==> src/rtl/regfile_port_sched_if.sv <==
`default_nettype none
// ============================================================================
// Module      : regfile_port_sched_if
// Description : Bundle of requester, write-back and register-file signals
//               used by regfile_port_sched.
//               master : requester / write-back / register-file side
//               slave  : the scheduler itself
//               Read side  : rd_req, rd_addr -> rd_gnt, rd_valid, rd_data
//               Write side : wr_req, wr_addr, wr_data -> wr_ack
//               RF side    : rf_ren, rf_raddr, rf_we, rf_waddr, rf_wdata,
//                            rf_rdata (returned one cycle after rf_ren)
//               Status     : busy (zero-sweep in progress)
// Revision    : 1.0 - initial release
// ============================================================================
interface regfile_port_sched_if #(
    parameter int NREQ = 2,
    parameter int XLEN = 32
);
    logic [NREQ-1:0]   rd_req;
    logic [NREQ*5-1:0] rd_addr;
    logic [NREQ-1:0]   rd_gnt;
    logic [NREQ-1:0]   rd_valid;
    logic [XLEN-1:0]   rd_data;
    logic              wr_req;
    logic [4:0]        wr_addr;
    logic [XLEN-1:0]   wr_data;
    logic              wr_ack;
    logic              rf_ren;
    logic [4:0]        rf_raddr;
    logic [XLEN-1:0]   rf_rdata;
    logic              rf_we;
    logic [4:0]        rf_waddr;
    logic [XLEN-1:0]   rf_wdata;
    logic              busy;

    modport master (
        output rd_req, rd_addr, wr_req, wr_addr, wr_data, rf_rdata,
        input  rd_gnt, rd_valid, rd_data, wr_ack,
               rf_ren, rf_raddr, rf_we, rf_waddr, rf_wdata, busy
    );

    modport slave (
        input  rd_req, rd_addr, wr_req, wr_addr, wr_data, rf_rdata,
        output rd_gnt, rd_valid, rd_data, wr_ack,
               rf_ren, rf_raddr, rf_we, rf_waddr, rf_wdata, busy
    );
endinterface
`default_nettype wire

==> src/rtl/regfile_port_sched.sv <==
`default_nettype none
// ============================================================================
// Module      : regfile_port_sched
// Description : Port scheduler for a 32-entry integer register file with one
//               read port and one write port.
//               - round-robin sharing of the read port among NREQ requesters
//               - write-back forwarded to the write port, x0 writes dropped
//               - zero-sweep of x1..x31 after reset (CLR_INIT=1)
//               Ports: clk, reset (sync, active-high), bus (slave modport of
//               regfile_port_sched_if carrying all request/RF signals).
//               Optional macro REGFILE_SCHED_BYPASS_EN: a read granted in the
//               same cycle as a write to the same nonzero register returns
//               the new write data instead of the register file's old value.
// Revision    : 1.0 - initial release
// ============================================================================
module regfile_port_sched #(
    parameter int NREQ     = 2,
    parameter int XLEN     = 32,
    parameter int CLR_INIT = 1
) (
    input  logic                 clk,
    input  logic                 reset,
    regfile_port_sched_if.slave  bus
);
    localparam int         c_PTR_W    = (NREQ > 1) ? $clog2(NREQ) : 1;
    localparam logic [0:0] c_ST_INIT  = 1'b0;
    localparam logic [0:0] c_ST_RUN   = 1'b1;
    localparam logic [4:0] c_LAST_REG = 5'd31;

    logic [0:0]         r_state;
    logic [0:0]         w_state_nxt;
    logic [4:0]         r_sweep;
    logic [c_PTR_W-1:0] r_ptr;
    logic [c_PTR_W-1:0] w_win;
    logic               w_found;
    logic [4:0]         w_win_addr;
    logic [NREQ-1:0]    w_gnt;
    logic [NREQ-1:0]    r_valid;
    logic               r_zero;
    logic [XLEN-1:0]    w_ret_data;

    // ---------------- state register ----------------
    always_ff @(posedge clk) begin
        if (reset) begin
            r_state <= (CLR_INIT != 0) ? c_ST_INIT : c_ST_RUN;
            r_sweep <= 5'd1;
        end else begin
            r_state <= w_state_nxt;
            if (r_state == c_ST_INIT)
                r_sweep <= r_sweep + 5'd1;
        end
    end

    // ---------------- next-state logic ----------------
    always_comb begin
        w_state_nxt = r_state;
        case (r_state)
            c_ST_INIT: if (r_sweep == c_LAST_REG) w_state_nxt = c_ST_RUN;
            c_ST_RUN:  w_state_nxt = c_ST_RUN;
            default:   w_state_nxt = c_ST_RUN;
        endcase
    end

    // ---------------- round-robin search ----------------
    // Two passes: requesters at or above the pointer first, then the ones
    // below it, which is the modulo-NREQ wrap without a divider.
    always_comb begin
        w_found    = 1'b0;
        w_win      = '0;
        w_win_addr = '0;
        for (int i = 0; i < NREQ; i++) begin
            if (!w_found && (i >= int'(r_ptr)) && bus.rd_req[i]) begin
                w_found    = 1'b1;
                w_win      = c_PTR_W'(i);
                w_win_addr = bus.rd_addr[5*i +: 5];
            end
        end
        for (int i = 0; i < NREQ; i++) begin
            if (!w_found && (i < int'(r_ptr)) && bus.rd_req[i]) begin
                w_found    = 1'b1;
                w_win      = c_PTR_W'(i);
                w_win_addr = bus.rd_addr[5*i +: 5];
            end
        end
    end

    // ---------------- output logic ----------------
    // Strobes are masked while reset is asserted so nothing is issued to the
    // register file during a mid-operation reset.
    always_comb begin
        w_gnt         = '0;
        bus.rf_ren    = 1'b0;
        bus.rf_raddr  = '0;
        bus.wr_ack    = 1'b0;
        bus.rf_we     = 1'b0;
        bus.rf_waddr  = '0;
        bus.rf_wdata  = '0;
        bus.busy      = (r_state == c_ST_INIT);
        if (!reset) begin
            case (r_state)
                c_ST_INIT: begin
                    bus.rf_we    = 1'b1;
                    bus.rf_waddr = r_sweep;
                end
                c_ST_RUN: begin
                    if (w_found) begin
                        w_gnt[w_win] = 1'b1;
                        bus.rf_ren   = 1'b1;
                        bus.rf_raddr = w_win_addr;
                    end
                    bus.wr_ack   = bus.wr_req;
                    bus.rf_we    = bus.wr_req && (bus.wr_addr != 5'd0);
                    bus.rf_waddr = bus.wr_addr;
                    bus.rf_wdata = bus.wr_data;
                end
                default: ;
            endcase
        end
    end

    assign bus.rd_gnt = w_gnt;

    // ---------------- pointer and read-return tracking ----------------
    always_ff @(posedge clk) begin
        if (reset) begin
            r_ptr   <= '0;
            r_valid <= '0;
            r_zero  <= 1'b0;
        end else begin
            r_valid <= w_gnt;
            if (|w_gnt) begin
                r_zero <= (w_win_addr == 5'd0);
                r_ptr  <= (w_win == c_PTR_W'(NREQ - 1)) ? '0 : w_win + c_PTR_W'(1);
            end
        end
    end

`ifdef REGFILE_SCHED_BYPASS_EN
    logic            r_byp_hit;
    logic [XLEN-1:0] r_byp_data;

    // Write data captured in the grant cycle; the RF would return the old
    // value because it reads before it writes.
    always_ff @(posedge clk) begin
        if (reset) begin
            r_byp_hit  <= 1'b0;
            r_byp_data <= '0;
        end else begin
            r_byp_hit <= (|w_gnt) && bus.wr_req && (bus.wr_addr == w_win_addr)
                         && (w_win_addr != 5'd0);
            if (|w_gnt)
                r_byp_data <= bus.wr_data;
        end
    end

    assign w_ret_data = r_byp_hit ? r_byp_data : bus.rf_rdata;
`else
    assign w_ret_data = bus.rf_rdata;
`endif

    assign bus.rd_valid = reset ? '0 : r_valid;
    // x0 always reads as zero whatever the storage holds.
    assign bus.rd_data  = (reset || (r_valid == '0) || r_zero) ? '0 : w_ret_data;

endmodule
`default_nettype wire

==> src/flat_wrapper.sv <==
// flat-port wrapper written by rule: the top's interface ports become plain ports
module regfile_port_sched_flat 
#(
    parameter int NREQ     = 2,
    parameter int XLEN     = 32,
    parameter int CLR_INIT = 1
)
  (clk, reset, bus_rd_req, bus_rd_addr, bus_wr_req, bus_wr_addr, bus_wr_data, bus_rf_rdata, bus_rd_gnt, bus_rd_valid, bus_rd_data, bus_wr_ack, bus_rf_ren, bus_rf_raddr, bus_rf_we, bus_rf_waddr, bus_rf_wdata, bus_busy);
  regfile_port_sched_if #(.NREQ(NREQ), .XLEN(XLEN)) bus_i ();
  input  logic clk;
  input  logic reset;
  input wire logic [$bits(bus_i.rd_req)-1:0] bus_rd_req;
  input wire logic [$bits(bus_i.rd_addr)-1:0] bus_rd_addr;
  input wire logic [$bits(bus_i.wr_req)-1:0] bus_wr_req;
  input wire logic [$bits(bus_i.wr_addr)-1:0] bus_wr_addr;
  input wire logic [$bits(bus_i.wr_data)-1:0] bus_wr_data;
  input wire logic [$bits(bus_i.rf_rdata)-1:0] bus_rf_rdata;
  output wire logic [$bits(bus_i.rd_gnt)-1:0] bus_rd_gnt;
  output wire logic [$bits(bus_i.rd_valid)-1:0] bus_rd_valid;
  output wire logic [$bits(bus_i.rd_data)-1:0] bus_rd_data;
  output wire logic [$bits(bus_i.wr_ack)-1:0] bus_wr_ack;
  output wire logic [$bits(bus_i.rf_ren)-1:0] bus_rf_ren;
  output wire logic [$bits(bus_i.rf_raddr)-1:0] bus_rf_raddr;
  output wire logic [$bits(bus_i.rf_we)-1:0] bus_rf_we;
  output wire logic [$bits(bus_i.rf_waddr)-1:0] bus_rf_waddr;
  output wire logic [$bits(bus_i.rf_wdata)-1:0] bus_rf_wdata;
  output wire logic [$bits(bus_i.busy)-1:0] bus_busy;
  assign bus_i.rd_req = bus_rd_req;
  assign bus_i.rd_addr = bus_rd_addr;
  assign bus_i.wr_req = bus_wr_req;
  assign bus_i.wr_addr = bus_wr_addr;
  assign bus_i.wr_data = bus_wr_data;
  assign bus_i.rf_rdata = bus_rf_rdata;
  assign bus_rd_gnt = bus_i.rd_gnt;
  assign bus_rd_valid = bus_i.rd_valid;
  assign bus_rd_data = bus_i.rd_data;
  assign bus_wr_ack = bus_i.wr_ack;
  assign bus_rf_ren = bus_i.rf_ren;
  assign bus_rf_raddr = bus_i.rf_raddr;
  assign bus_rf_we = bus_i.rf_we;
  assign bus_rf_waddr = bus_i.rf_waddr;
  assign bus_rf_wdata = bus_i.rf_wdata;
  assign bus_busy = bus_i.busy;
  regfile_port_sched #(.NREQ(NREQ), .XLEN(XLEN), .CLR_INIT(CLR_INIT)) u_core (.clk(clk), .reset(reset), .bus(bus_i));
endmodule
==> config.mk <==
export PLATFORM = sky130hd
export DESIGN_NAME = regfile_port_sched_flat
export DESIGN_NICKNAME = d
export VERILOG_FILES = /design/src/rtl/regfile_port_sched_if.sv /design/src/rtl/regfile_port_sched.sv /design/src/flat_wrapper.sv
export SDC_FILE = /design/constraint.sdc
export NUM_CORES = 1
export LEC_CHECK = 0
export ABC_AREA = 1
export CELL_PAD_IN_SITES_DETAIL_PLACEMENT = 1
export CELL_PAD_IN_SITES_GLOBAL_PLACEMENT = 1
export CORE_AREA = 2 2 64 66
export CTS_BUF_LIST = sky130_fd_sc_hd__clkbuf_16
export CTS_CLUSTER_SIZE = 10
export DETAILED_ROUTE_END_ITERATION = 8
export DIE_AREA = 0 0 66 68
export DONT_BUFFER_PORTS = 1
export GPL_ROUTABILITY_DRIVEN = 1
export PLACE_DENSITY_LB_ADDON = 0.1
export SETUP_SLACK_MARGIN = 0.02
export SYNTH_ARGS = -nofsm -noshare
export SYNTH_HDL_FRONTEND = slang
export SYNTH_SLANG_ARGS = --single-unit
==> constraint.sdc <==
create_clock -name clk -period 3.3 [get_ports clk]
set_input_delay 0.33 -clock clk [delete_from_list [all_inputs] [get_ports clk]]
set_output_delay 0.33 -clock clk [all_outputs]
set_load 0.01 [all_outputs]
* After elaboration in Yosys (flattened, before gate mapping) *
Cells that the tools add are included.

word-level totals
  flip-flop bits (word level) = 10
  input bits = 84
  output and inout port bits = 82
  logic and storage cells = 59

cells by class
  add/subtract/negate cells = 2
  order comparisons = 4
  eq/ne operators = 1
  muxes and demuxes = 32
  bitwise operators = 1
  reductions and logical operators = 14

operators with widths
  operator             count
  $mux 32              3
  $mux 5               7
  $mux 1               14
  $pmux 5 s2           1
  $mux 2               4
  $logic_and 1x1->1    6
  $add 5x1->5 const B  1
  $eq 5x5->1 const B   1
  $logic_not 5->1      1
  $reduce_bool 5->1    1
  $pmux 1 s2           2
  $logic_not 1->1      2
  $logic_not 2->1      1
  $logic_or 1x1->1     2
  $lt 1x2->1 const B   1
  $reduce_or 2->1      1
  $add 1x1->1 const B  1
  $demux 1 s1          1
  $ge 1x1->1 const A   1
  $ge 1x1->1 const B   1
  $lt 1x1->1 const A   1
  $not 1->1            1

* Depth between registers and ports, before layout *
  depth after elaboration = 18
  mapped depth = 7
  gate-level depth less buffers = 7

* Least setup slack after synthesis *
OpenSTA, ideal clock, no wires.

  path kind = in2out
  start = input port reset
  end = output port bus_rd_data[0]
  arrival time = 1.042 ns
  required time = 2.970 ns
  setup slack = 1.928 ns
  stages on the path = 4
  buffers on the path = 1
  cell sequence = nor2_1 -> o21bai_2 -> buf_2 -> nor2_1

on the way
  word-level cells in the longest chain between the ends = 3

RTL lines
  what                           line                       source
  start: declaration             flat_wrapper.sv:11         input logic reset;
  $logic_or 1x1->1 (2 in a row)  regfile_port_sched.sv:163  assign bus.rd_data = (reset || (r_valid == '0) || r_zero) ? '0 : w_ret_data;
  $mux 32                        regfile_port_sched.sv:163
  end: declaration               flat_wrapper.sv:20         output wire logic [$bits(bus_i.rd_data)-1:0] bus_rd_data;

Every way passes these cells.

* Final worst setup path *
  start = register u_core.r_valid[0]
  end = output port bus_rd_data[18]

on the way
  word-level cells in the longest chain between the ends = 4

RTL lines
  what                           line                       source
  start: declaration             regfile_port_sched.sv:38   logic [NREQ-1:0] r_valid;
  start signal: assignment       regfile_port_sched.sv:130  r_valid <= w_gnt;
  $logic_not 2->1                regfile_port_sched.sv:163
  $logic_or 1x1->1 (2 in a row)  regfile_port_sched.sv:163
  $mux 32                        regfile_port_sched.sv:163

Every way passes these cells.

==> run_results.csv <==
group,metric,value,unit
run_status,status,"finished, final reports clean",
final_layout,layout.nets,317,
detailed_routing,first_iter_violations,29,
synth,ys.flop_type,"dfxtp_1",
final_layout,final_cells,279,
synth,yosysTopAreaCell,"nor2_1",
power,p_leak,0.657,nW
final_layout,diodes,0,
worst_setup_path,r2r_start,"u_core.r_state",
synth,synth_most_common_cell,"nor2_1",
detailed_routing,routed_wl,3940,um
sta,finalCritPeriodShare,63.4,%
floorplan,start_util,30.7,%
cts,cts.sinks,10,
detailed_routing,avgRoutedWirePerCell,14.1,um
synth,async_reset_ff_share,0,%
sta,setup_viol,0,
synth,ys_seq_area_share,16.9,%
final_layout,n_fill_cell,558,
worst_setup_path,arrival,1.76,ns
worst_setup_path,required,2.97,ns
flow_run,maxCapViolCount,0,
sta,fmaxAchievable,0.478,GHz
synth,synth_edf_count,0,
cts,cts_buffers,3,
sta,setup_tns,0,ns
detailed_routing,vias,1340,
sta,fin_skew,0.00157,ns
synth,syn-num-nets,324,
cts,postCtsSetupBuffers,0,
synth,netlist_instances,238,
synth,syn_area_per_cell,4.98,um^2
floorplan,fp.dieArea,4490,um^2
floorplan,core-area,3860,um^2
global_route,overflow,0,
placement,portBuffers,0,
cts,insertion_delay,0.23,ns
sta,worst-slew-pin-transition,1.10,ns
final_layout,drive_above_1_share,5.68,%
detailed_routing,drc,0,
placement,dp.cells,276,
synth,netlist_area,1180,um^2
synth,synth_area_leaders,"nor2_1, dfxtp_1, nand2_1",
power,powerDensity,297,nW/um^2
placement,hpwl,3310,um
global_route,grt_pass1_vias,1240,
global_route,grt_start_max_net_pins,41,
synth,netlist-cell-type-count,23,
synth,ys_ff_latch,10,
final_layout,ff_latch_area,200,um^2
sta,rsz0062_at_grt,"false",
cts,clockBufferDepth,2,
detailed_routing,dr.pass1.iters,4,
detailed_routing,postRouteAntennaNets,0,
cts,hold_buffers,0,
cts,cts.htree.levels,1,
worst_setup_path,path_class,"reg2out",
synth,netlist.area_leader.share,25.3,%
floorplan,die_x,66,um
floorplan,rows,23,
detailed_routing,via_per_inst,4.80,
worst_setup_path,critPathLaunch,"u_core.r_valid[0]",
sta,hold_viol_final,0,
final_layout,multi_input_area,748,um^2
final_layout,area_growth,6.44,%
worst_setup_path,worstSetupEndpointType,"primary output",
worst_hold_path,worstHoldStart,"reset",
worst_hold_path,hold_class,"in2reg",
global_route,grt_usage,15.3,%
synth,ys_warn_count,0,
worst_setup_path,start_kind,"flip-flop",
worst_setup_path,critPathMaxFanout,32,
global_route,grt_pass1_wl,5460,um
cts,cts_tree,"yes",
cts,cts_resized,0,
synth,synth_common_cells,"nor2_1, nand2_1, inv_1",
sta,finalMaxSlewViolations,0,
floorplan,ioPinCount,166,
sta,fin_crit,2.09,ns
sta,timing.slew.headroom,26.6,%
placement,gp_congestion,0.743,
floorplan,die_h,68,um
cts,root_buffer,"clkbuf_16",
power,vdd_drop_max,0.175,mV
global_route,grt_antenna_before_repair,0,
cts,clk_pin_slew,0.04,ns
-- metrics by stage --
| stage | area, um^2 | power (mW) | util (%) | hold WS [ns] | setup WS (ns) |
|---|---|---|---|---|---|
| after floorplan | 1180 | 0.170 | - | 0.428 | 1.93 |
| after global placement | 1190 | 0.170 | 30.8 | 0.422 | 1.43 |
| after detailed placement | 1190 | 0.170 | 30.8 | 0.419 | 1.43 |
| after CTS | 1260 | 0.381 | 32.7 | 0.175 | 1.18 |
| after global routing | 1260 | 0.395 | 32.7 | 0.185 | 1.06 |
| final | 1260 | 0.374 | 32.7 | 0.198 | 1.21 |
-- critical path, cell delays in order, from the launching register on --
cell      delay (ns)
dfxtp_1         0.29
inv_1           0.04
nor2_1          0.08
o21bai_2        0.87
nor2_1          0.24
-- metal layers --
| metal | vias to the layer above | global-route usage (%) | share of wire, % |
|---|---|---|---|
| met3 | 2 | 4.11 | 10 |
| met2 | 68 | 30.7 | 52 |
| met4 | 0 | 3.06 | 0.18 |
| li1 | 691 | - | - |
| met5 | - | 0 | 0 |
| met1 | 579 | 16.1 | 37 |
-- path summary, 6_finish.rpt --
kind                                     endpoint  slack (ns)  depth (start not counted)
worst max-delay path              bus_rd_data[18]        1.21                          4
worst min-delay path            u_core.r_sweep[2]        0.20                          1
worst max register to register  u_core.r_sweep[3]        1.84                          6
worst min register to register  u_core.r_sweep[3]        0.45                          1
-- state kept, by name, indices dropped and copies added (netlist names) --
signal / cells
u_core.r_zero: 1
u_core.r_valid: 2
u_core.r_ptr: 1
u_core.r_sweep: 5
u_core.r_state: 1
-- placed cells by master (no fill, tap or decap) --
cell       instances
nand2_2            2
o21ai_0            4
nand2_1           46
ha_1               2
nor2_8             1
nor2_1            80
o21bai_1           1
inv_2              2
inv_1             41
o21ai_1            3
nor3_1             4
dfxtp_1           10
clkbuf_16          3
a21oi_1           10
nand3_1           12
nor4_1             1
o31ai_1            1
a211oi_1           1
o21bai_2           1
buf_4              1
inv_4              1
nor2_2             2
-- area by class of cell --
class / count / area share (%)
multi-input combinational: 171 / 59.3
sequential: 10 / 15.9
inverter: 44 / 13.3
clock buffer: 3 / 5.95
tap: 50 / 4.96
timing repair buffer: 1 / 0.595
-- report_power, final --
group          total (mW)  switching [mW]  internal, mW
Clock               0.207          0.0504         0.157
Sequential          0.129         0.00298         0.126
Combinational      0.0382          0.0241        0.0141
-- cells by family (layout without fill, tap and decap cells) --
logic type	after synthesis	after routing	synth area share [%]
compound gates	21	21	10.0
fa+ha+maj	2	2	2.11
buf+inv	57	48	20.0
flops	10	10	16.9
simple gates	148	148	51.0
Power figures use the tool's default switching activity.
